File: config.mk
export PLATFORM = sky130hd
export DESIGN_NAME = lcd_text_ctrl
export DESIGN_NICKNAME = d
export VERILOG_FILES = /design/src/rtl/lcd_pkg.sv /design/src/rtl/lcd_bus_slot.sv /design/src/rtl/lcd_text_ctrl.sv
export SDC_FILE = /design/constraint.sdc
export NUM_CORES = 1
export LEC_CHECK = 0
export ABC_AREA = 1
export CORE_MARGIN = 1.5
export CORE_UTILIZATION = 50
export CTS_CLUSTER_DIAMETER = 100
export DETAILED_ROUTE_END_ITERATION = 7
export PLACE_DENSITY = 0.7
export SLEW_MARGIN = 20
export SYNTH_ARGS = -nofsm -noshare
export SYNTH_HDL_FRONTEND = slang
export SYNTH_SLANG_ARGS = --single-unit
File: constraint.sdc
create_clock -name CLK -period 1.5 [get_ports CLK]
set_input_delay 0.225 -clock CLK [delete_from_list [all_inputs] [get_ports CLK]]
set_output_delay 0.225 -clock CLK [all_outputs]
set_load 0.03 [all_outputs]
File: src/rtl/lcd_pkg.sv
// Shared definitions for the character-LCD controller.
// Contents:
//   - HD44780 command bytes used during init and repaint
//   - controller FSM state type
//   - row_ofs(): DDRAM start address of a display row
package lcd_pkg;

    localparam logic [7:0] CMD_DISP_ON = 8'h0C;
    localparam logic [7:0] CMD_ENTRY   = 8'h06;
    localparam logic [7:0] CMD_CLEAR   = 8'h01;
    localparam logic [7:0] CMD_DDRAM   = 8'h80;

    typedef enum logic [3:0] {
        PWR_WAIT,
        FUNC,
        DISP,
        ENTRY,
        CLR,
        CLR_WAIT,
        IDLE,
        ROW_CMD,
        CHAR
    } lcd_state_t;

    // Rows 2/3 are the continuation of rows 0/1 in DDRAM, so their
    // offsets depend on the display width.
    function automatic logic [7:0] row_ofs(input logic [1:0] row, input int unsigned cols);
        case (row)
            2'd0:    return 8'h00;
            2'd1:    return 8'h40;
            2'd2:    return 8'(cols);
            default: return 8'(32'h40 + cols);
        endcase
    endfunction

endpackage

File: src/rtl/lcd_bus_slot.sv
// One HD44780 bus write transaction of 4*E_DIV cycles.
// Ports:
//   CLK, RESETN  clock, asynchronous active-low reset
//   start        request a transaction (accepted only while !active)
//   rs, data     register select and byte, captured on accept
//   lcd_e        enable strobe: low E_DIV, high E_DIV, low 2*E_DIV cycles
//   lcd_rs       held RS for the whole slot
//   lcd_data     held bus byte for the whole slot
//   active       a transaction is in progress
//   done         high on the last cycle of the slot
module lcd_bus_slot #(
    parameter int unsigned E_DIV = 25
) (
    input  logic       CLK,
    input  logic       RESETN,
    input  logic       start,
    input  logic       rs,
    input  logic [7:0] data,
    output logic       lcd_e,
    output logic       lcd_rs,
    output logic [7:0] lcd_data,
    output logic       active,
    output logic       done
);

    localparam int unsigned SLOT = 4 * E_DIV;
    localparam int unsigned CW   = (SLOT > 1) ? $clog2(SLOT) : 1;

    logic [CW-1:0] cnt, cnt_n;
    logic          active_n;
    logic          accept;

    assign accept = start && !active;
    assign done   = active && (cnt == CW'(SLOT - 1));

    always_comb begin
        cnt_n    = cnt;
        active_n = active;
        if (accept) begin
            active_n = 1'b1;
            cnt_n    = '0;
        end else if (done) begin
            active_n = 1'b0;
            cnt_n    = '0;
        end else if (active) begin
            cnt_n = cnt + 1'b1;
        end
    end

    // E is registered from the next-count value so the strobe is glitch-free
    // and aligned exactly with slot cycles [E_DIV, 2*E_DIV).
    always_ff @(posedge CLK or negedge RESETN) begin
        if (!RESETN) begin
            cnt      <= '0;
            active   <= 1'b0;
            lcd_e    <= 1'b0;
            lcd_rs   <= 1'b0;
            lcd_data <= '0;
        end else begin
            cnt    <= cnt_n;
            active <= active_n;
            lcd_e  <= active_n && (cnt_n >= CW'(E_DIV)) && (cnt_n < CW'(2 * E_DIV));
            if (accept) begin
                lcd_rs   <= rs;
                lcd_data <= data;
            end
        end
    end

endmodule

File: src/rtl/lcd_text_ctrl.sv
// Buffered HD44780 8-bit-bus text controller.
// Runs power-up/init, then repaints the whole ROWS x COLS buffer whenever
// the host has written it.
// Ports:
//   CLK, RESETN        clock, asynchronous active-low reset
//   WR_EN/ADDR/DATA    host byte write, ADDR = row*COLS+col (out of range ignored)
//   BUSY               init running, repaint running or repaint pending
//   INIT_DONE          sticky, set when initialisation completes
//   LCD_E/RS/RW/DATA   LCD bus (RW tied low)
module lcd_text_ctrl
    import lcd_pkg::*;
#(
    parameter int unsigned ROWS        = 2,
    parameter int unsigned COLS        = 16,
    parameter int unsigned E_DIV       = 25,
    parameter int unsigned POWERUP_CYC = 750000,
    parameter int unsigned CLEAR_CYC   = 80000,
    parameter logic [7:0]  FUNC_WORD   = 8'h38,
    localparam int unsigned AW         = $clog2(ROWS * COLS)
) (
    input  logic          CLK,
    input  logic          RESETN,
    input  logic          WR_EN,
    input  logic [AW-1:0] WR_ADDR,
    input  logic [7:0]    WR_DATA,
    output logic          BUSY,
    output logic          INIT_DONE,
    output logic          LCD_E,
    output logic          LCD_RS,
    output logic          LCD_RW,
    output logic [7:0]    LCD_DATA
);

    localparam int unsigned DEPTH = ROWS * COLS;
    localparam int unsigned WMAX  = (POWERUP_CYC > CLEAR_CYC) ? POWERUP_CYC : CLEAR_CYC;
    localparam int unsigned WW    = $clog2(WMAX + 1);
    localparam int unsigned CLW   = $clog2(COLS);

    lcd_state_t       state, state_n;
    logic [WW-1:0]    wait_cnt, wait_n;
    logic [1:0]       row, row_n;
    logic [CLW-1:0]   col, col_n;
    logic             dirty, dirty_clr, init_set;
    logic [7:0]       char_buf [DEPTH];
    logic [AW-1:0]    idx;
    logic             wr_ok;

    logic             slot_start, slot_rs, slot_active, slot_done;
    logic [7:0]       slot_data;

    assign wr_ok  = WR_EN && (32'(WR_ADDR) < DEPTH);
    assign idx    = AW'(32'(row) * COLS + 32'(col));
    assign BUSY   = (state != IDLE) || dirty;
    assign LCD_RW = 1'b0;

    lcd_bus_slot #(.E_DIV(E_DIV)) u_slot (
        .CLK      (CLK),
        .RESETN   (RESETN),
        .start    (slot_start),
        .rs       (slot_rs),
        .data     (slot_data),
        .lcd_e    (LCD_E),
        .lcd_rs   (LCD_RS),
        .lcd_data (LCD_DATA),
        .active   (slot_active),
        .done     (slot_done)
    );

    always_ff @(posedge CLK or negedge RESETN) begin
        if (!RESETN) state <= PWR_WAIT;
        else         state <= state_n;
    end

    // Sending states request a slot whenever the bus is free and advance on
    // its done pulse. The character byte is read from the buffer at slot
    // start, so late writes to unsent cells appear in the current pass.
    always_comb begin
        state_n    = state;
        wait_n     = '0;
        row_n      = row;
        col_n      = col;
        dirty_clr  = 1'b0;
        init_set   = 1'b0;
        slot_start = 1'b0;
        slot_rs    = 1'b0;
        slot_data  = '0;
        case (state)
            PWR_WAIT: begin
                wait_n = wait_cnt + 1'b1;
                if (wait_cnt == WW'(POWERUP_CYC - 1)) begin
                    wait_n  = '0;
                    state_n = FUNC;
                end
            end
            FUNC: begin
                slot_start = !slot_active;
                slot_data  = FUNC_WORD;
                if (slot_done) state_n = DISP;
            end
            DISP: begin
                slot_start = !slot_active;
                slot_data  = CMD_DISP_ON;
                if (slot_done) state_n = ENTRY;
            end
            ENTRY: begin
                slot_start = !slot_active;
                slot_data  = CMD_ENTRY;
                if (slot_done) state_n = CLR;
            end
            CLR: begin
                slot_start = !slot_active;
                slot_data  = CMD_CLEAR;
                if (slot_done) state_n = CLR_WAIT;
            end
            CLR_WAIT: begin
                wait_n = wait_cnt + 1'b1;
                if (wait_cnt == WW'(CLEAR_CYC - 1)) begin
                    wait_n   = '0;
                    init_set = 1'b1;
                    state_n  = IDLE;
                end
            end
            IDLE: begin
                if (dirty) begin
                    dirty_clr = 1'b1;
                    row_n     = '0;
                    state_n   = ROW_CMD;
                end
            end
            ROW_CMD: begin
                slot_start = !slot_active;
                slot_data  = CMD_DDRAM | row_ofs(row, COLS);
                if (slot_done) begin
                    col_n   = '0;
                    state_n = CHAR;
                end
            end
            CHAR: begin
                slot_start = !slot_active;
                slot_rs    = 1'b1;
                slot_data  = char_buf[idx];
                if (slot_done) begin
                    if (col < CLW'(COLS - 1)) begin
                        col_n = col + 1'b1;
                    end else if (row < 2'(ROWS - 1)) begin
                        row_n   = row + 1'b1;
                        state_n = ROW_CMD;
                    end else begin
                        state_n = IDLE;
                    end
                end
            end
            default: state_n = PWR_WAIT;
        endcase
    end

    // A host write in the same cycle IDLE consumes dirty keeps it set.
    always_ff @(posedge CLK or negedge RESETN) begin
        if (!RESETN) begin
            wait_cnt  <= '0;
            row       <= '0;
            col       <= '0;
            dirty     <= 1'b0;
            INIT_DONE <= 1'b0;
            char_buf  <= '{default: 8'h20};
        end else begin
            wait_cnt <= wait_n;
            row      <= row_n;
            col      <= col_n;
            dirty    <= (dirty && !dirty_clr) || wr_ok;
            if (init_set) INIT_DONE <= 1'b1;
            if (wr_ok)    char_buf[WR_ADDR] <= WR_DATA;
        end
    end

endmodule

==> run metrics, run 1 <==
status=complete, but fails checks; failing checks=design-rule violations, negative setup slack; count of final setup violators=47; most frequent cell after synthesis=nand2_1; routed len/inst=18.6 um; endpoints failing hold=0; Final Cycle Share=1.25; clock sinks=306; CORE AREA=29,600 sq um; CTS tree=built; CP max FO=7; GRT Total Usage=0.297; crit path DAT=2280 ps; dpl hpwl=28,300 um; cell taking the most area after synthesis=dfrtp_1; WL final=47,100 um; H-tree depth=2; fmax=0.535 GHz; Crit path top cell by count=nand2_1; drt pass-1 iters=8; DR vias/cell=5.55; VDD IR max=900 uV; Synth cell types=40; Fillers=2,216; Synth Flop Type=dfrtp_1; DP Cell Count=2,426; Avg Cell Area, Syn=7.79 sq um; Required @ worst endpoint=1910 ps; final worst setup slack=-369 ps; Yosys Warn Count=0; vias after detailed routing=14,087; most frequent cells after synthesis=nand2_1, dfrtp_1, o21ai_0, inv_1, nand3_1; Routed Antenna Nets=0; Clock Pin Slew Worst Setup and Hold Paths=60 ps; startpoint class of the critical path=register; CP cell instances=buf_6, clkinv_8, buf_12, clkbuf_16, o21ai_0, nand3_1, nand3_1, nand2_1, nand2_1, nand3_1, nand2_1, nand2_1; ys async rst share=1.00; Post-synth EDFFs=0; largest cells by area after synthesis=dfrtp_1, nand2_1, o21ai_0, dfstp_2, nand3_1; Place WS=-335 ps; DRC violations left=6; DR iter-0 viols=1,227; mapped cell area=15,000 sq um; Antenna Cells=0; Layout Utilization=0.683; cells after synthesis=1,923; DIE HEIGHT=176 um; Die X=176 um; pwr/cell area=1100 nW/um^2; # nets final=2,145; num rows=63; IO Count=29; CTS max path bufs=3; Root Buffer=clkbuf_16; CP Class=reg -> reg; Starting Density=0.507; syn nets=1,946; Sum Neg Setup Slack=-7690 ps; Layout Skew=12.9 ps; Die Area=31,000 sq um; Critical Path Max Stage Delay=460 ps; LEAKAGE=9.56 nW; Pwr Total=22.2 mW; largest net degree at the start of global routing=49; gr ovfl total=0; worst min path class=in -> async; number of global-route vias before repair=13,504; FF+latch count, synth=306; slowest CP cell=dfrtp_4; worst-skew pair later-pin latency=520 ps; total CTS buffers=35; first-pass GRT wire length=72,500 um; Tmin final=1870 ps; post-synth top area share=0.457; Final Wtd Congestion=0.900; layout cell share with drive strength beyond 1=0.280; Crit. End Element=register; initial antenna violation count=0; Max-Cap Viols=0; Slew Viols, Final=0; Layout Cells excl Fill=2,536; Layout area overhead=34.7%; register area share after synthesis=0.514; port bufs=27; RSZ-0062 raised after global routing=yes
## per-layer routing
metal	routed length, um	up-vias	global-route usage
met2	22400	637	0.493
met4	2160	0	0.115
met1	19200	6726	0.394
li1	-	6557	-
met5	0	-	0
met3	3330	167	0.0422
## final cells by class
class	count	area, sq um	area share
inverters	180	708	0.0351
well taps	390	488	0.0242
clock buffers	53	1060	0.0523
flip-flops and latches	306	7710	0.382
clock inverters	8	120	0.00595
multi-input cells	1325	7090	0.351
repair buffers	274	3010	0.149
## cells by family after synthesis
kind of cell | after synthesis | synth area share
AOI/OAI and AO/OA | 345 | 0.122
other | 1 | 0.000250
and+or+nand+nor | 962 | 0.272
DFF | 306 | 0.514
buffers and inverters | 292 | 0.0807
adders and majority gates | 7 | 0.00584
xor gates and xnor gates | 10 | 0.00584
## power by group
part	switching [mW]	leakage, nW	internal, mW
registers	0.706	3.89	9.68
clock network	3.42	0.571	5.37
logic	1.74	5.10	1.27
## cell usage in the layout, fill, tap and decap left out, types with 15 or more instances in the layout
master | Yosys | routed
nor2_4 | 0 | 15
nor2_1 | 84 | 51
dfstp_2 | 32 | 32
buf_12 | 0 | 41
o21ai_0 | 266 | 246
o21ai_1 | 25 | 36
buf_4 | 2 | 158
or2_2 | 28 | 15
o211ai_1 | 34 | 34
nand3_1 | 165 | 78
nor2_2 | 3 | 21
inv_1 | 174 | 161
buf_6 | 8 | 35
nand2_2 | 1 | 26
nand3_2 | 1 | 83
dfrtp_1 | 274 | 269
nand2_1 | 641 | 604
clkbuf_16 | 0 | 41
## worst paths after layout
kind                                                 from                        endpoint  slack [ps]  depth (start not counted)
worst max-delay path                   col[0]$_DFFE_PN0P_  u_slot.lcd_data[3]$_DFFE_PN0P_        -370                         12
worst min-delay path                               RESETN       char_buf[119]$_DFFE_PN0P_         200                          2
worst max register to register         col[0]$_DFFE_PN0P_  u_slot.lcd_data[3]$_DFFE_PN0P_        -370                         12
worst min register to register  char_buf[237]$_DFFE_PN1P_       char_buf[237]$_DFFE_PN1P_         470                          2
max in group asynchronous                          RESETN         char_buf[5]$_DFFE_PN1P_         590                          3
min in group CLK                               WR_DATA[5]       char_buf[133]$_DFFE_PN1P_         340                          3
## metrics by stage
step | hold slack, ps | cell area (sq um)
global placement | 144 | 17200
detailed placement | 145 | 17200
finish | 199 | 20200
floorplan | -70.6 | 15100
CTS | 199 | 19500
global route | 222 | 20200
## sequential cells by signal (all words and copies together) (netlist names), 2 cells and up
name / cells
char_buf: 256
col: 4
row: 2
state: 4
u_slot.cnt: 7
u_slot.lcd_data: 8
wait_cnt: 20
## critical path: cells and delay by family (launching register included)
kind                   cells  cell delay, ps
flip-flops                 1             460
AO/OA/AOI/OAI              1             190
AND/OR/NAND/NOR            7             600
buffers and inverters      4             490
## what timing repair did
item,4_1_cts,5_1_grt
gates cloned,8,4
hold buffers,1,0
gates resized for setup,223,151
endpoints found under the hold margin,258,0
pin swaps,55,72
endpoints found under the setup margin,58,52
setup buffers,24,19
Power figures use the tool's default switching activity.
==> run 2, diff against run 1 <==
- CORE_UTILIZATION: 50 -> 57
- GPL_ROUTABILITY_DRIVEN: default -> 0
- PLACE_DENSITY: 0.7 -> 0.78
==> run 2 against run 1 <==
  * The flow finishes with violations (negative setup slack)
  * Critical path depth unchanged
  * Combinational power fell by 3%
  * Clock power fell by 2.8%
  * Hold slack better by 6.5 ps
  * Cell area decreased by 3.6%
  * Critical endpoint is now col[3]$_DFFE_PN0P_
  * Largest cell class unchanged
  * Largest power group unchanged
  * Highest routed layer unchanged
==> run metrics, run 2 (synthesis gave the netlist of run 1 again) <==
status=complete, but fails checks (unchanged); failing checks=negative setup slack (was design-rule violations, negative setup slack); VDD IR max=1150 uV (was 900 uV); DR iter-0 viols=1,432 (was 1,227); port bufs=27 (unchanged); LEAKAGE=9.33 nW (was 9.56 nW); endpoints failing hold=0 (unchanged); Crit. End Element=register (unchanged); Fillers=1,719 (was 2,216); IO Count=29 (unchanged); crit path DAT=2290 ps (was 2280 ps); DRC violations left=0 (was 6); layout cell share with drive strength beyond 1=0.261 (was 0.280); Root Buffer=clkbuf_16 (unchanged); max reg flops=256 (unchanged); CORE AREA=25,900 sq um (was 29,600 sq um); Tmin final=1900 ps (was 1870 ps); clock sinks=306 (unchanged); CTS max path bufs=3 (unchanged); Regs by FF count=char_buf: 256 flops, wait_cnt: 20 flops, u_slot.lcd_data: 8 flops (unchanged); Die X=165 um (was 176 um); # nets final=2,116 (was 2,145); largest register by flop count=char_buf (unchanged); CP cell instances=buf_12, buf_12, buf_4, ha_4, nand3_2, nand2_2, nand2_2, nand2_4, inv_6, nand4_1, nand2_1, a21oi_1 (was buf_6, clkinv_8, buf_12, clkbuf_16, o21ai_0, nand3_1, nand3_1, nand2_1, nand2_1, nand3_1, nand2_1, nand2_1); Layout Skew=11.0 ps (was 12.9 ps); Slew Viols, Final=0 (unchanged); count of final setup violators=48 (was 47); first-pass GRT wire length=68,900 um (was 72,500 um); vias after detailed routing=14,094 (was 14,087); CP Class=reg -> reg (unchanged); number of global-route vias before repair=13,654 (was 13,504); RSZ-0062 raised after global routing=yes (unchanged); Crit path max-delay family=buffers and inverters (was simple AND/OR/NAND/NOR gates); DIE HEIGHT=165 um (was 176 um); num rows=59 (was 63); Starting Density=0.578 (was 0.507); commonest non-fill, non-tap cell in the layout=nand2_1 (unchanged); Required @ worst endpoint=1890 ps (was 1910 ps); dpl hpwl=26,900 um (was 28,300 um); pwr/cell area=1120 nW/um^2 (was 1100 nW/um^2); CTS tree=built (unchanged); CP max FO=6 (was 7); Max-Cap Viols=0 (unchanged); DR vias/cell=5.75 (was 5.55); slowest CP cell=dfrtp_4 (unchanged); initial antenna violation count=0 (unchanged); startpoint class of the critical path=register (unchanged); Critical Path Max Stage Delay=500 ps (was 460 ps); Antenna Cells=0 (unchanged); Clock Pin Slew Worst Setup and Hold Paths=60 ps (about the same); Final Cycle Share=1.27 (was 1.25); Place WS=-407 ps (was -335 ps); final worst setup slack=-402 ps (was -369 ps); gr ovfl total=0 (unchanged); commonest non-fill, non-tap cells in the layout=nand2_1, dfrtp_1, o21ai_0, inv_1, buf_4 (unchanged); Routed Antenna Nets=0 (unchanged); GRT Total Usage=0.323 (was 0.297); fmax=0.526 GHz (was 0.535 GHz); largest net degree at the start of global routing=59 (was 49); Bufs and invs on worst path=4 (unchanged); Layout area overhead=29.9% (was 34.7%); H-tree depth=2 (unchanged); worst-skew pair later-pin latency=520 ps (about the same); WL final=45,300 um (was 47,100 um); worst min path class=in -> async (unchanged); drt pass-1 iters=6 (was 8); Die Area=27,300 sq um (was 31,000 sq um); total CTS buffers=35 (unchanged); Sum Neg Setup Slack=-9970 ps (was -7690 ps); routed len/inst=18.5 um (was 18.6 um)
==> run 2: layer usage <==
| layer | GRT usage | up-vias | routed length [um] |
|---|---|---|---|
| li1 | - | 6498 | - |
| met4 | 0.154 | 0 | 2210 |
| met1 | 0.416 | 6755 | 17700 |
| met3 | 0.0507 | 167 | 3620 |
| met5 | 0 | - | 0 |
| met2 | 0.536 | 674 | 21700 |
==> run 2: area by class of cell <==
type                            count  area [sq um]  share of cell area
Sequential cell                   306          7710               0.396
Inverter                          180           691              0.0355
Tap cell                          335           419              0.0215
Clock inverter                      9          97.6             0.00501
Clock buffer                       53          1050              0.0537
Multi-Input combinational cell   1326          6970               0.358
Timing Repair inverter              1          7.51            0.000386
Timing Repair Buffer              243          2530               0.130
==> run 2: path summary, 6_finish.rpt <==
kind / start / to / slack, ps / cells after the start
setup reg to reg: col[0]$_DFFE_PN0P_ / col[3]$_DFFE_PN0P_ / -400 / 12
setup / recovery: col[0]$_DFFE_PN0P_ / col[3]$_DFFE_PN0P_ / -400 / 12
min in group CLK: WR_DATA[5] / char_buf[69]$_DFFE_PN1P_ / 350 / 3
hold reg to reg: char_buf[189]$_DFFE_PN1P_ / char_buf[189]$_DFFE_PN1P_ / 480 / 2
max in group asynchronous: RESETN / char_buf[29]$_DFFE_PN1P_ / 640 / 3
hold / removal: RESETN / char_buf[116]$_DFFE_PN0P_ / 210 / 2
==> run 2: through the flow <==
stage	utilization	cells	cell area, sq um	total power [mW]	hold WS [ps]
6_report	0.751	2453	19500	21.9	206
5_1_grt	0.751	2453	19500	22.8	240
4_1_cts	0.724	2439	18700	21.8	215
3_5_place_dp	0.655	2360	17000	13.2	137
3_3_place_gp	0.655	2360	17000	13.0	132
2_1_floorplan	-	1923	15100	12.1	-70.6
==> run 2: repair_timing <==
item	CTS	global route
setup endpoints to repair	56	71
pin swaps	37	79
buffers inserted	9	12
hold buffers	1	0
hold endpoints to repair	255	0
resized for setup	136	172
gates cloned	7	3
==> run 2: power breakdown <==
| part | total (mW) | internal [mW] | switching, mW |
|---|---|---|---|
| Sequential | 10.4 | 9.68 | 0.725 |
| Clock | 8.54 | 5.15 | 3.38 |
| Combinational | 2.93 | 1.21 | 1.73 |
